### src/rtl/uart_arb_pkg.sv
// Shared definitions for the UART transmit arbiter.
// Contents:
//   arb_state_e     - 2-bit arbiter FSM state encoding
//   idx_width()     - width of a requester index for a given requester count
//   hold_cnt_width() - width of the hold counter for a given timeout
package uart_arb_pkg;

  typedef enum logic [1:0] {
    S_IDLE      = 2'd0,
    S_START     = 2'd1,
    S_WAIT_BUSY = 2'd2,
    S_WAIT_DONE = 2'd3
  } arb_state_e;

  // A single requester still needs a 1-bit index signal.
  function automatic int idx_width(input int num_req);
    return (num_req > 1) ? $clog2(num_req) : 1;
  endfunction

  // One spare bit so the counter can hold HOLD_TIMEOUT-1 for any timeout.
  function automatic int hold_cnt_width(input int hold_timeout);
    return $clog2(hold_timeout) + 1;
  endfunction

endpackage

### src/rtl/uart_rr_pick.sv
// Combinational round-robin picker.
// Ports:
//   req_i        - request vector, one bit per requester
//   last_owner_i - index of the requester served most recently
//   pick_o       - one-hot winner: first set request at or above
//                  last_owner_i+1, wrapping round to index 0
//   any_o        - at least one request is set
module uart_rr_pick
  import uart_arb_pkg::*;
#(
  parameter int NUM_REQ = 2
) (
  input  logic [NUM_REQ-1:0]            req_i,
  input  logic [idx_width(NUM_REQ)-1:0] last_owner_i,
  output logic [NUM_REQ-1:0]            pick_o,
  output logic                          any_o
);

  localparam int IDX_W = idx_width(NUM_REQ);

  logic [NUM_REQ-1:0] hi_mask;
  logic [NUM_REQ-1:0] hi_req;
  logic [NUM_REQ-1:0] cand;

  // Requests strictly above the last owner take precedence; if there are
  // none, the search wraps and the lowest set request wins.
  always_comb begin
    hi_mask = '0;
    for (int j = 0; j < NUM_REQ; j++) begin
      hi_mask[j] = (IDX_W'(j) > last_owner_i);
    end
  end

  assign hi_req = req_i & hi_mask;
  assign cand   = (|hi_req) ? hi_req : req_i;
  // Isolate the lowest set bit.
  assign pick_o = cand & (~cand + NUM_REQ'(1));
  assign any_o  = |req_i;

endmodule

### src/rtl/uart_tx_arbiter.sv
// Shares one UART transmitter between NUM_REQ message sources. Whole
// messages are granted in round-robin order; bytes are stepped into the
// UART's transmit/tx_byte interface, pacing on is_transmitting.
//
// Handshake: a requester holds req_i[i] high with req_byte_i/req_last_i
// stable until ack_o[i] pulses; the byte was taken on that pulse and the
// next byte may be presented from the following cycle. Request inputs are
// only looked at while the FSM is in S_START (and S_IDLE for arbitration).
//
// Ports:
//   clk_i, rst_i       - clock, asynchronous active-high reset
//   req_i              - per-requester byte valid
//   req_byte_i         - requester i byte at [i*8 +: 8]
//   req_last_i         - per-requester end-of-message flag
//   ack_o              - one-cycle byte-taken pulse
//   grant_o            - one-hot current owner, zero when idle
//   busy_o             - FSM is not in S_IDLE
//   drop_err_o         - one-cycle pulse when an owner is released by timeout
//   transmit_o         - start pulse to the UART
//   tx_byte_o          - byte to the UART, held until the next transmit
//   is_transmitting_i  - UART busy flag
//   state_o            - current FSM state (debug)
module uart_tx_arbiter
  import uart_arb_pkg::*;
#(
  parameter int NUM_REQ      = 2,
  parameter int HOLD_TIMEOUT = 1_000_000
) (
  input  logic                 clk_i,
  input  logic                 rst_i,
  input  logic [NUM_REQ-1:0]   req_i,
  input  logic [NUM_REQ*8-1:0] req_byte_i,
  input  logic [NUM_REQ-1:0]   req_last_i,
  output logic [NUM_REQ-1:0]   ack_o,
  output logic [NUM_REQ-1:0]   grant_o,
  output logic                 busy_o,
  output logic                 drop_err_o,
  output logic                 transmit_o,
  output logic [7:0]           tx_byte_o,
  input  logic                 is_transmitting_i,
  output arb_state_e           state_o
);

  localparam int IDX_W = idx_width(NUM_REQ);
  localparam int HCW   = hold_cnt_width(HOLD_TIMEOUT);
  localparam logic [HCW-1:0] HOLD_LAST = HCW'(HOLD_TIMEOUT - 1);

  arb_state_e         state_q, state_d;
  logic [NUM_REQ-1:0] grant_q, grant_d;
  logic [IDX_W-1:0]   last_owner_q, last_owner_d;
  logic               last_q, last_d;
  logic [HCW-1:0]     hold_q, hold_d;
  logic [NUM_REQ-1:0] ack_q, ack_d;
  logic               transmit_q, transmit_d;
  logic [7:0]         tx_byte_q, tx_byte_d;
  logic               drop_q, drop_d;
  logic               busy_q, busy_d;

  logic [NUM_REQ-1:0] pick;
  logic               any_req;

  logic               own_req;
  logic               own_last;
  logic [7:0]         own_byte;
  logic [IDX_W-1:0]   own_idx;

  uart_rr_pick #(
    .NUM_REQ (NUM_REQ)
  ) u_pick (
    .req_i        (req_i),
    .last_owner_i (last_owner_q),
    .pick_o       (pick),
    .any_o        (any_req)
  );

  // Select the owner's request lane from the one-hot grant.
  always_comb begin
    own_req  = 1'b0;
    own_last = 1'b0;
    own_byte = 8'h00;
    own_idx  = '0;
    for (int j = 0; j < NUM_REQ; j++) begin
      if (grant_q[j]) begin
        own_req  = req_i[j];
        own_last = req_last_i[j];
        own_byte = req_byte_i[j*8 +: 8];
        own_idx  = IDX_W'(j);
      end
    end
  end

  always_comb begin
    state_d      = state_q;
    grant_d      = grant_q;
    last_owner_d = last_owner_q;
    last_d       = last_q;
    hold_d       = hold_q;
    ack_d        = '0;
    transmit_d   = 1'b0;
    tx_byte_d    = tx_byte_q;
    drop_d       = 1'b0;

    unique case (state_q)
      S_IDLE: begin
        if (any_req) begin
          grant_d = pick;
          hold_d  = '0;
          state_d = S_START;
        end
      end

      S_START: begin
        if (own_req) begin
          tx_byte_d  = own_byte;
          transmit_d = 1'b1;
          ack_d      = grant_q;
          last_d     = own_last;
          hold_d     = '0;
          state_d    = S_WAIT_BUSY;
        end else if (hold_q == HOLD_LAST) begin
          // Owner stalled mid-message for too long: release it.
          drop_d       = 1'b1;
          last_owner_d = own_idx;
          grant_d      = '0;
          hold_d       = '0;
          state_d      = S_IDLE;
        end else begin
          hold_d = hold_q + HCW'(1);
        end
      end

      S_WAIT_BUSY: begin
        if (is_transmitting_i) begin
          state_d = S_WAIT_DONE;
        end
      end

      S_WAIT_DONE: begin
        if (!is_transmitting_i) begin
          if (last_q) begin
            last_owner_d = own_idx;
            grant_d      = '0;
            state_d      = S_IDLE;
          end else begin
            state_d = S_START;
          end
        end
      end

      default: state_d = S_IDLE;
    endcase

    busy_d = (state_d != S_IDLE);
  end

  always_ff @(posedge clk_i or posedge rst_i) begin
    if (rst_i) begin
      state_q      <= S_IDLE;
      grant_q      <= '0;
      last_owner_q <= IDX_W'(NUM_REQ - 1);
      last_q       <= 1'b0;
      hold_q       <= '0;
      ack_q        <= '0;
      transmit_q   <= 1'b0;
      tx_byte_q    <= 8'h00;
      drop_q       <= 1'b0;
      busy_q       <= 1'b0;
    end else begin
      state_q      <= state_d;
      grant_q      <= grant_d;
      last_owner_q <= last_owner_d;
      last_q       <= last_d;
      hold_q       <= hold_d;
      ack_q        <= ack_d;
      transmit_q   <= transmit_d;
      tx_byte_q    <= tx_byte_d;
      drop_q       <= drop_d;
      busy_q       <= busy_d;
    end
  end

  assign ack_o      = ack_q;
  assign grant_o    = grant_q;
  assign busy_o     = busy_q;
  assign drop_err_o = drop_q;
  assign transmit_o = transmit_q;
  assign tx_byte_o  = tx_byte_q;
  assign state_o    = state_q;

endmodule

### config.mk
export PLATFORM = sky130hd
export DESIGN_NAME = uart_tx_arbiter
export DESIGN_NICKNAME = d
export VERILOG_FILES = /design/src/rtl/uart_arb_pkg.sv /design/src/rtl/uart_rr_pick.sv /design/src/rtl/uart_tx_arbiter.sv
export SDC_FILE = /design/constraint.sdc
export NUM_CORES = 1
export LEC_CHECK = 0
export CORE_AREA = 2 2 61 86
export CTS_CLUSTER_DIAMETER = 50
export CTS_CLUSTER_SIZE = 24
export DETAILED_ROUTE_END_ITERATION = 7
export DIE_AREA = 0 0 63 88
export PLACE_DENSITY = 0.74
export SKIP_LAST_GASP = 1
export SLEW_MARGIN = 10
export SYNTH_ARGS = -nofsm -noshare
export SYNTH_HDL_FRONTEND = slang
export SYNTH_SLANG_ARGS = --single-unit
### constraint.sdc
create_clock -name clk_i -period 2.21 [get_ports clk_i]
set_clock_uncertainty 0.1 [all_clocks]
set_input_delay 0.442 -clock clk_i [delete_from_list [all_inputs] [get_ports clk_i]]
set_output_delay 0.442 -clock clk_i [all_outputs]
set_load 0.02 [all_outputs]
# == Word-level counts from Yosys, hierarchy flattened ==
# Index checks and enable logic that the tools add are counted.
# totals
register_bits,40
elab_cells,74
output_inout_bits,17
# op_classes
n_reduce_logical,11
n_mux,37
n_addsub,2
n_lt_le_gt_ge,2
bitwise,3
n_eq_ne,9
# ops
operator,count
$mux W21,3
$pmux W21 S2,1
$mux W2,13
$add A21 B1 Y21 const B,1
$eq A21 B20 Y1 const B,1
$mux W8,2
$mux W1,15
$ne A2 B2 Y1 const B,5
$pmux W2 S4,1
$pmux W2 S3,1
$reduce_and A6 Y1,1
$reduce_bool A2 Y1,3
$reduce_and A5 Y1,1
$and A2 B2 Y2,2
$eq A2 B2 Y1 const B,2
$reduce_and A2 Y1,2
$reduce_or A2 Y1,2
$reduce_bool A3 Y1,1
$add A2 B1 Y2 const B,1
$eq A2 B1 Y1 const B,1
$gt A1 B1 Y1 const A,2
$logic_not A2 Y1,1
$not A2 Y2,1
$pmux W1 S2,1

# == Longest topological paths before layout ==
# Gate-level depths: netlist of run 1.
# logic_depth
depth_word,9
depth_mapped,8
ltp_nobuf,7

# == Cells and area by module ==
# A second synthesis of run 1 with hierarchy kept.
# hier_totals
cells_unflattened,220
hier_area_um2,2089.5
# by_module_without_submodules
mod,instances,area_each_um2,seq_area_each_um2,cells_per_inst
uart_tx_arbiter,1,2064.5,1002.2,216
uart_rr_pick,1,25.0,0.0,4

# == Least setup slack after synthesis of run 1 ==
# Ideal clock, no wire load.
# synth_path
kind,register to register
from,"register state_q[0], in the netlist state_o[0]"
to,register hold_q[18]
setup_slack_ps,33
period_less_slack_ps,2177
stages_incl_launch_ff,9
arrival_ps,1954
path_buffers,2
setup_time_ps,124
path_cell_list,dfrtp_1 -> inv_1 -> ha_1 -> nor3b_1 -> or2_1 -> clkbuf_1 -> buf_2 -> nor4_2 -> o21bai_1
# synth_between
elab_chain_len,3
# synth_rtl
element,line_no,rtl
"start, declared",uart_tx_arbiter.sv:48,"arb_state_e state_q, state_d;"
"start signal, assigned",uart_tx_arbiter.sv:169,state_q <= state_d;
$eq A2 B1 Y1 / $logic_not A2 Y1 (equally long branches),uart_tx_arbiter.sv:103,unique case (state_q)
$reduce_bool A2 Y1 (no line) / $ne A2 B2 Y1 (equally long branches),-,
$reduce_and A2 Y1 (no line),-,
"end signal, assigned",uart_tx_arbiter.sv:173,hold_q <= hold_d;
"end, declared",uart_tx_arbiter.sv:52,"logic [HCW-1:0] hold_q, hold_d;"
# Several ways; a longest one is shown, not always the timed one.
# A chain may end at the register's enable or synchronous reset.

# == Final worst setup path of run 1 ==
# layout_path
from,register hold_q[1]
to,register hold_q[18]
# layout_between
elab_chain_len,4
# layout_rtl
element,line_no,rtl
$add A21 B1 Y21 / $eq A21 B20 Y1 (equally long branches),"uart_tx_arbiter.sv:128, uart_tx_arbiter.sv:120",
$mux W21 (*),uart_tx_arbiter.sv:120,end else if (hold_q == HOLD_LAST) begin
$mux W21 (*),uart_tx_arbiter.sv:113,if (own_req) begin
$pmux W21 S2 (*),uart_tx_arbiter.sv:103,
# Mark *: on every way between the ends. The rest lies on a longest branch, timed or not.

==> reports/qor.yml, run 1 <==
outcome:
  outcome: "finished clean"
worst_setup_path:
  crit_type: "flip-flop to flip-flop"
  critical-path-top-delay-family: "simple AND/OR/NAND/NOR gates"
  reg2reg_depth: 6
  reg2reg_from: "hold_q[1]"
  worst_path_max_delay_cell: "or4b_4"
  cp_cell_sequence: "ha_2 -> nand3_2 -> or3_4 -> or4b_4 -> a21oi_1 -> o21bai_1"
  arrival_ns: 2.24
  worstPathRequired_ns: 2.30
  crit_path_start_kind: "flip-flop"
  worst-path-max-fanout: 5
  r2r_setup_slack_ns: 0.06
  r2r-end: "hold_q[18]"
  critPathBufInv: 0
  slowest_delay_ns: 0.51
  worst_setup_path_end_kind: "flip-flop"
yosys:
  ys_seq_elements: 40
  synthArstFlopShare: 1.00
  syn_area_um2: 2170
  post_synth.cell_area_avg_um2: 9.44
  ys_seq_area_frac: 0.461
  yosys_warnings: 0
  synth_top_cell_by_area: "dfrtp_1"
  ys.flop_type: "dfrtp_1"
  yosys-top-cells-count: "dfrtp_1 (39), nor2_1 (22), nand2_1 (21)"
  synth_top_area_share: 0.449
  syn_inst: 230
  synth.most_common_cell: "dfrtp_1"
  netlist_top_cells_area: "dfrtp_1 (45%), nor2_1 (3.8%), o21ai_0 (3.7%)"
  synth_edf_count: 0
  syn-num-nets: 259
  ys_types: 54
grt:
  grt_pass1_vias: 2007
  grt_pass1_wl_um: 8980
  antenna_found_initial: 0
  grt_max_degree: 41
  gr-usage-all-layers: 0.206
  gr-total-overflow: 0
final_layout:
  final_layout_size_suffix_gt1_frac: 0.172
  layout.nets: 325
  n_antenna_cell: 0
  fillers: 420
  utilization: 0.623
  area_growth_pct: 36.8
  instances_no_fill: 361
timing:
  hold_viol: 0
  period_share: 0.972
  fmax_mhz: 465
  drv_slew: 0
  hold_ws_ns: 0.383
  setup_viol: 0
  final.setup.worst_slack_ns: 0.0609
  worstMarginPinSlew_ns: 0.598
  grt_setup_unrepaired: "false"
  fin_crit_ns: 2.15
  tns_ns: 0
  maxSlewHeadroom: 0.601
placement:
  io_buffers: 39
  dp_cells: 352
  place_ws_ns: -0.125
  hpwlAfterDp_um: 4060
  routabilityCongestion: 0.811
power_and_ir_drop:
  power_density_nw_per_um2: 1130
  leakage_nw: 1.27
  ir_drop_mv: 0.580
die:
  core_um2: 4770
  io-pin-count: 40
  die_h_um: 88
  die_area_um2: 5540
  std_cell_rows: 30
  start_util: 0.456
  die_x_um: 63
drt:
  firstDrtPassIters: 4
  drc: 0
  routedWlPerCell_um: 15.0
  wl_um: 5410
  viasPerCell: 5.47
  ant_nets: 0
  vias: 1973
  first_iter_violations: 126
min_path:
  worstHoldPathType: "flip-flop to flip-flop"
  hold_depth: 2
  min_to: "tx_byte_o[3]"
  min_from: "tx_byte_o[3]"
clock_network:
  clkTransAtPathRegs_ns: 0.08
  cts_tree: "yes"
  clock_latency_ns: 0.30
  cts_buffer_depth: 2
  cts_root_buf: "clkbuf_8"
  cts_buffers: 5
  cts.sinks: 40
  htreeDepth: 2
job:
  maxCapViolations: 0
-- worst max-delay path by stage --
| stage | start | endpoint | slack (ns) | cells past startpoint |
|---|---|---|---|---|
| 2_1_floorplan | state_o[0] | hold_q[18] | 0.03 | 8 |
| 3_3_place_gp | req_i[1] | hold_q[19] | -0.12 | 6 |
| 3_5_place_dp | req_i[1] | hold_q[9] | -0.12 | 6 |
| 4_1_cts | hold_q[13] | hold_q[6] | 0.03 | 6 |
| 5_1_grt | hold_q[1] | hold_q[18] | 0.02 | 6 |
| 6_report | hold_q[1] | hold_q[18] | 0.06 | 6 |
-- area by class of cell --
cell class / instances / area [um2] / area share
clock buffers: 5 / 68.8 / 0.0232
clock inverters: 3 / 42.5 / 0.0143
well taps: 64 / 80.1 / 0.0269
repair buffers: 67 / 613 / 0.206
inverters: 11 / 41.3 / 0.0139
multi-input cells: 171 / 1120 / 0.378
flip-flops and latches: 40 / 1000 / 0.337
-- power breakdown --
part,internal [W],switching (W),leakage [nW],total [W]
clock,0.000334,0.000269,0.0541,0.000604
sequential,0.000872,0.0000726,0.536,0.000945
combinational,0.000854,0.000966,0.678,0.00182
total,0.00206,0.00131,1.27,0.00337
-- metal layers --
layer  vias up  part of all wire  global-route usage
met4         0             0.019              0.0909
li1        971                 -                   -
met1       945              0.40               0.210
met3        10             0.038              0.0424
met5         -                 0                   0
met2        47              0.54               0.403
-- logic make-up after synthesis --
family	after synthesis	synth area share
AO/OA/AOI/OAI	57	0.170
XOR/XNOR	9	0.0363
adder cells (fa/ha/maj)	6	0.0346
buffers and inverters	19	0.0351
flip-flops	40	0.461
multiplexers	2	0.00979
AND/OR/NAND/NOR	97	0.253
-- what timing repair did --
action                     CTS  global route
gates resized for setup      0             5
buffers inserted             0             1
hold buffers                 0             0
setup endpoints to repair    0            12
-- through the flow --
stage,power [W],cell area [um2]
3_3_place_gp,0.00271,2820
3_5_place_dp,0.00276,2820
2_1_floorplan,0.00193,2170
6_report,0.00337,2970
5_1_grt,0.00360,2970
4_1_cts,0.00337,2930
-- tightest hold or removal path: stages, from the launching register on --
cell and delay [ns]:
dfrtp_1 0.34, nand2_1 0.04, o21ai_0 0.06
-- flip-flops by register name (all words and copies together), names as in the netlist --
signal,cells
transmit_o,1
busy_o,1
last_owner_q,1
ack_o,2
last_q,1
state_o,2
grant_o,2
hold_q,21
drop_err_o,1
tx_byte_o,8
-- cell usage in the layout, fill, tap and decap left out, types with 4 or more instances in the layout --
master	instances
dfrtp_1	39
clkdlybuf4s50_1	39
buf_4	27
nor2_1	22
nand2_1	21
o21ai_0	16
a21oi_1	12
inv_1	11
nand4_1	8
xor2_1	7
a22oi_1	7
nand3_1	6
nor3_1	5
ha_1	5
clkbuf_8	5
nand4b_1	4
a22o_1	4
(Power assumes the default switching activity.)
==> run 2, diff against run 1 <==
Settings changed: CORE_AREA 2 2 61 86 to 2 2 70 99, DIE_AREA 0 0 63 88 to 0 0 72 101, PLACE_DENSITY 0.74 to default.
==> run 2 against run 1 <==
  * Global-route usage down 4.2 points
  * First-iteration DRC count down 8.7%
  * Sequential share of layout area down 0.49 points
  * Critical path depth down 4
  * Clock power up 1%
  * Core utilization down 15 points
  * Non-clock buffer count up 2
  * Final cell count up 3.3%
  * Count of clock-buffer cells in the layout unchanged
  * Design area up 1.5%
  * Total power up 1.4%
==> reports/qor.yml, run 2 (synthesis gave the netlist of run 1 again) <==
clock_network:
  cts_tree: "yes"
  cts_buffers: 5
  cts_root_buf: "clkbuf_8"
  clkTransAtPathRegs_ns: 0.08
  cts_buffer_depth: 2
  clock_latency_ns: 0.30
  htreeDepth: 2
  cts.sinks: 40
  ctsHoldBuffers: 0
timing:
  maxSlewHeadroom: 0.630
  worstMarginPinSlew_ns: 0.554
  setup_viol: 0
  period_share: 0.954
  drv_slew: 0
  grt_setup_unrepaired: "false"
  fmax_mhz: 474
  hold_viol: 0
  fin_crit_ns: 2.11
  final.setup.worst_slack_ns: 0.101
worst_setup_path:
  crit_type: "flip-flop to output pin"
  reg2reg_depth: 6
  r2r-end: "hold_q[18]"
  crit_path_start_kind: "flip-flop"
  worstSetupEndpoint: "grant_o[1]"
  startpoint: "grant_o[1]"
  worst-path-max-fanout: 12
  worst_setup_path_end_kind: "output pin"
  r2r_setup_slack_ns: 0.14
  reg2reg_from: "hold_q[0]"
  worstPathRequired_ns: 1.67
  arrival_ns: 1.57
power_and_ir_drop:
  power_density_nw_per_um2: 1130
  ir_drop_mv: 0.444
  leakage_nw: 1.28
grt:
  grt_max_degree: 22
  gr-total-overflow: 0
  gr-usage-all-layers: 0.165
  antenna_found_initial: 0
  grt_pass1_vias: 2071
  grt_pass1_wl_um: 9380
drt:
  drc: 0
  vias: 1976
  routedWlPerCell_um: 14.9
  first_iter_violations: 115
  viasPerCell: 5.30
  ant_nets: 0
  wl_um: 5540
  firstDrtPassIters: 4
die:
  die_x_um: 72
  io-pin-count: 40
  std_cell_rows: 35
  die_area_um2: 7270
  die_h_um: 101
  core_um2: 6440
  start_util: 0.337
outcome:
  outcome: "finished clean"
final_layout:
  area_growth_pct: 38.8
  n_antenna_cell: 0
  fillers: 620
  final_layout_size_suffix_gt1_frac: 0.184
  largest_register: "hold_q"
  ff_latch_area_um2: 1000
  layout.nets: 327
  final_cell_mix: "dfrtp_1 (39), clkdlybuf4s50_1 (39), buf_4 (28)"
  instances_no_fill: 373
  largest_reg_flops: 21
  multi_input_comb_area_um2: 1130
placement:
  place_ws_ns: -0.220
  routabilityCongestion: 0.819
  io_buffers: 39
  hpwlAfterDp_um: 4260
  dp_cells: 365
job:
  maxCapViolations: 0
min_path:
  worstHoldPathType: "input pin to asynchronous set/reset pin"
==> run 2: cell count changes in the layout (fill, tap and decap cells not counted), sizes merged <==
cell / delta
buf: +2
==> run 2: cell type report <==
| class | count | share of cell area |
|---|---|---|
| timing repair buffer | 69 | 0.212 |
| multi-input combinational | 171 | 0.374 |
| tap | 74 | 0.0307 |
| clock buffer | 5 | 0.0228 |
| clock inverter | 3 | 0.0141 |
| inverter | 11 | 0.0137 |
| sequential | 40 | 0.332 |
==> run 2: how the worst min path moves through the flow <==
stage / startpoint / endpoint / slack [ns] / cells after the start
3_5_place_dp: tx_byte_o[4] / tx_byte_o[4] / 0.37 / 2
2_1_floorplan: hold_q[16] / hold_q[16] / 0.36 / 1
5_1_grt: tx_byte_o[6] / tx_byte_o[6] / 0.43 / 2
6_report: rst_i / ack_o[0] / 0.39 / 3
4_1_cts: rst_i / grant_o[1] / 0.39 / 3
3_3_place_gp: tx_byte_o[0] / tx_byte_o[0] / 0.36 / 2
==> run 2: worst max-delay path, stage by stage, from the launching register on <==
cell	delay, ns
dfrtp_1	0.43
buf_4	0.22
clkdlybuf4s50_1	0.62
==> run 2: through the flow <==
step	utilization	TNS (ns)	instance area (um2)	hold slack [ns]	total power [W]
after floorplan	-	0	2170	0.357	0.00193
after global placement	0.446	-0.731	2870	0.363	0.00279
after detailed placement	0.446	-2.13	2870	0.371	0.00282
after CTS	0.463	0	2980	0.392	0.00344
after global routing	0.468	0	3020	0.428	0.00368
final	0.468	0	3020	0.385	0.00341
==> run 2: metal layers <==
| layer | global-route usage | wire length (um) |
|---|---|---|
| met1 | 0.175 | 2240 |
| met2 | 0.303 | 2910 |
| met3 | 0.0320 | 231 |
| met4 | 0.0827 | 160 |
| met5 | 0 | 0 |
==> run 2: report_power, final <==
group	switching, W	leakage [nW]	internal (W)
Clock	0.000276	0.0541	0.000334
Sequential	0.0000747	0.536	0.000872
Combinational	0.000972	0.691	0.000884
Total	0.00132	1.28	0.00209
==> run 2: repair_timing <==
item,CTS,global route
endpoints found under the setup margin,0,17
resized for setup,0,6
endpoints found under the hold margin,0,0
buffers inserted,0,0
==> run 3, diff against run 2 <==
Settings changed: GPL_TIMING_DRIVEN from default to 0, SETUP_SLACK_MARGIN from default to 0.1.
==> run 3 against run 2 <==
  * Total power fell by 1.7%
  * Wire length fell by 2.2%
  * Design area fell by 1.9%
  * Flip-flop and latch count did not move
  * Critical path depth rose by 5
  * Non-clock buffer count fell by 14
  * Largest power group unchanged
  * First-iteration DRC count fell by 29%
  * Fmax rose by 4.6%
  * Sequential share of layout area rose by 0.76 points
  * Die area did not move
  * Register-to-register slack improved by 0.05 ns
  * Final cell count fell by 3.5%
  * Largest cell class unchanged
==> reports/qor.yml, run 3 (synthesis gave the netlist of run 1 again) <==
drt:
  met1_length_um: 2220
  first_iter_violations: 82
  vias: 1935
  dr.max_layer_used: "met4"
  ant_nets: 0
  drc: 0
  wl_met3_um: 302
  wl_um: 5420
  firstDrtPassIters: 4
  viasPerCell: 5.38
  route.met2.wl_um: 2760
  routedWlPerCell_um: 15.1
worst_setup_path:
  critPathBufInv: 2
  cp_cell_sequence: "inv_2 -> ha_1 -> nor3b_4 -> or2_1 -> buf_4 -> or4_1 -> o21ai_1"
  reg2reg_depth: 7
  arrival_ns: 2.14
  worstSetupEndpoint: "hold_q[12]"
  reg2reg_from: "state_o[0]"
  startpoint: "state_o[0]"
  worst_setup_path_end_kind: "flip-flop"
  worst_path_max_delay_cell: "or4_1"
  worst-path-max-fanout: 7
  crit_type: "flip-flop to flip-flop"
  r2r-end: "hold_q[12]"
  r2r_setup_slack_ns: 0.19
  worstPathRequired_ns: 2.33
  worst-path-stages: 7
  critical-path-top-delay-family: "simple AND/OR/NAND/NOR gates"
  slowest_delay_ns: 0.46
  crit_path_start_kind: "flip-flop"
power_and_ir_drop:
  ir_drop_mv: 0.508
  leakage_nw: 1.23
  power_density_nw_per_um2: 1130
die:
  std_cell_rows: 35
  core_um2: 6440
  io-pin-count: 40
  die_h_um: 101
  start_util: 0.337
  die_area_um2: 7270
  die_x_um: 72
final_layout:
  area_growth_pct: 36.2
  layout_commonest_cell: "clkdlybuf4s50_1"
  final_layout_size_suffix_gt1_frac: 0.150
  largest_register: "hold_q"
  n_antenna_cell: 0
  largest_reg_flops: 21
  layout.nets: 314
  fillers: 611
  final_cell_mix: "clkdlybuf4s50_1 (37), dfrtp_1 (36), nor2_1 (21), nand2_1 (21), o21ai_0 (15)"
grt:
  gr-total-overflow: 0
  grt_max_degree: 27
  antenna_found_initial: 0
  gr-usage-all-layers: 0.155
  grt_pass1_vias: 1865
  grt_pass1_wl_um: 8850
timing:
  setup_viol: 0
  grt_setup_unrepaired: "true"
  fmax_mhz: 496
  tns_ns: 0
  hold_ws_ns: 0.326
  worstMarginPinSlew_ns: 0.467
  fin_crit_ns: 2.02
  hold_viol: 0
  maxSlewHeadroom: 0.686
  period_share: 0.913
  drv_slew: 0
  final.setup.worst_slack_ns: 0.193
clock_network:
  cts_root_buf: "clkbuf_8"
  cts.sinks: 40
  cts_buffer_depth: 2
  cts_buffers: 5
  htreeDepth: 2
  clkTransAtPathRegs_ns: 0.08
  clock_latency_ns: 0.29
  cts_tree: "yes"
  ctsHoldBuffers: 0
placement:
  routabilityCongestion: 0.786
  io_buffers: 39
  place_ws_ns: -0.343
  hpwlAfterDp_um: 3900
outcome:
  outcome: "finished clean"
job:
  maxCapViolations: 0
min_path:
  worstHoldPathType: "input pin to asynchronous set/reset pin"
run 3: cell types whose count changed in the layout (fill, tap and decap cells not counted), sizes merged:
| cell | delta |
|---|---|
| buf | -17 |
| clkinvlp | -1 |
| clkdlybuf4s50 | -2 |
| nor2 | +1 |
| clkbuf | +4 |
| dlymetal6s2s | +2 |
run 3: worst min path at each step:
stage | cells after the start | endpoint | startpoint | slack [ns]
final | 2 | tx_byte_o[5] | rst_i | 0.33
after global routing | 2 | ack_o[1] | rst_i | 0.36
after CTS | 2 | ack_o[1] | rst_i | 0.34
after detailed placement | 2 | tx_byte_o[1] | tx_byte_o[1] | 0.37
after global placement | 2 | tx_byte_o[5] | tx_byte_o[5] | 0.36
after floorplan | 1 | hold_q[16] | hold_q[16] | 0.36
run 3: area by class of cell:
class	count	area, um2	area share
multi-input combinational	172	1180	0.398
timing repair buffer	47	480	0.162
inverter	11	41.3	0.0140
clock buffer	6	72.6	0.0245
sequential	40	1010	0.340
tap	74	92.6	0.0313
buffer	8	52.6	0.0178
clock inverter	2	35.0	0.0118
run 3: repair_timing:
item | 4_1_cts | 5_1_grt
pin swaps | 2 | 3
cloned | 1 | 0
resized for setup | 15 | 16
setup buffers | 3 | 4
endpoints found under the hold margin | 0 | 0
setup endpoints to repair | 24 | 24
run 3: worst register-to-register path, stage by stage, from the launching register on:
cell	delay (ns)
dfrtp_2	0.42
inv_2	0.09
ha_1	0.22
nor3b_4	0.18
or2_1	0.24
buf_4	0.17
or4_1	0.46
o21ai_1	0.09
run 3: power by group:
part	switching (W)	leakage [nW]	internal, W	total [W]
Combinational	0.000994	0.638	0.000791	0.00178
Sequential	0.000104	0.533	0.000878	0.000981
Clock	0.000255	0.0552	0.000335	0.000590
run 3: through the flow:
step | area (um2) | cells | total power (W) | utilization
3_3_place_gp | 2660 | 343 | 0.00244 | 0.413
2_1_floorplan | 2180 | 230 | 0.00193 | -
6_report | 2960 | 360 | 0.00336 | 0.460
5_1_grt | 2960 | 360 | 0.00361 | 0.460
3_5_place_dp | 2680 | 344 | 0.00246 | 0.416
4_1_cts | 2890 | 356 | 0.00324 | 0.449
run 3: metal layers:
metal / GRT usage / vias up
met4: 0.0682 / 0
met2: 0.271 / 59
met3: 0.0310 / 11
li1: - / 948
met1: 0.181 / 917
met5: 0 / -
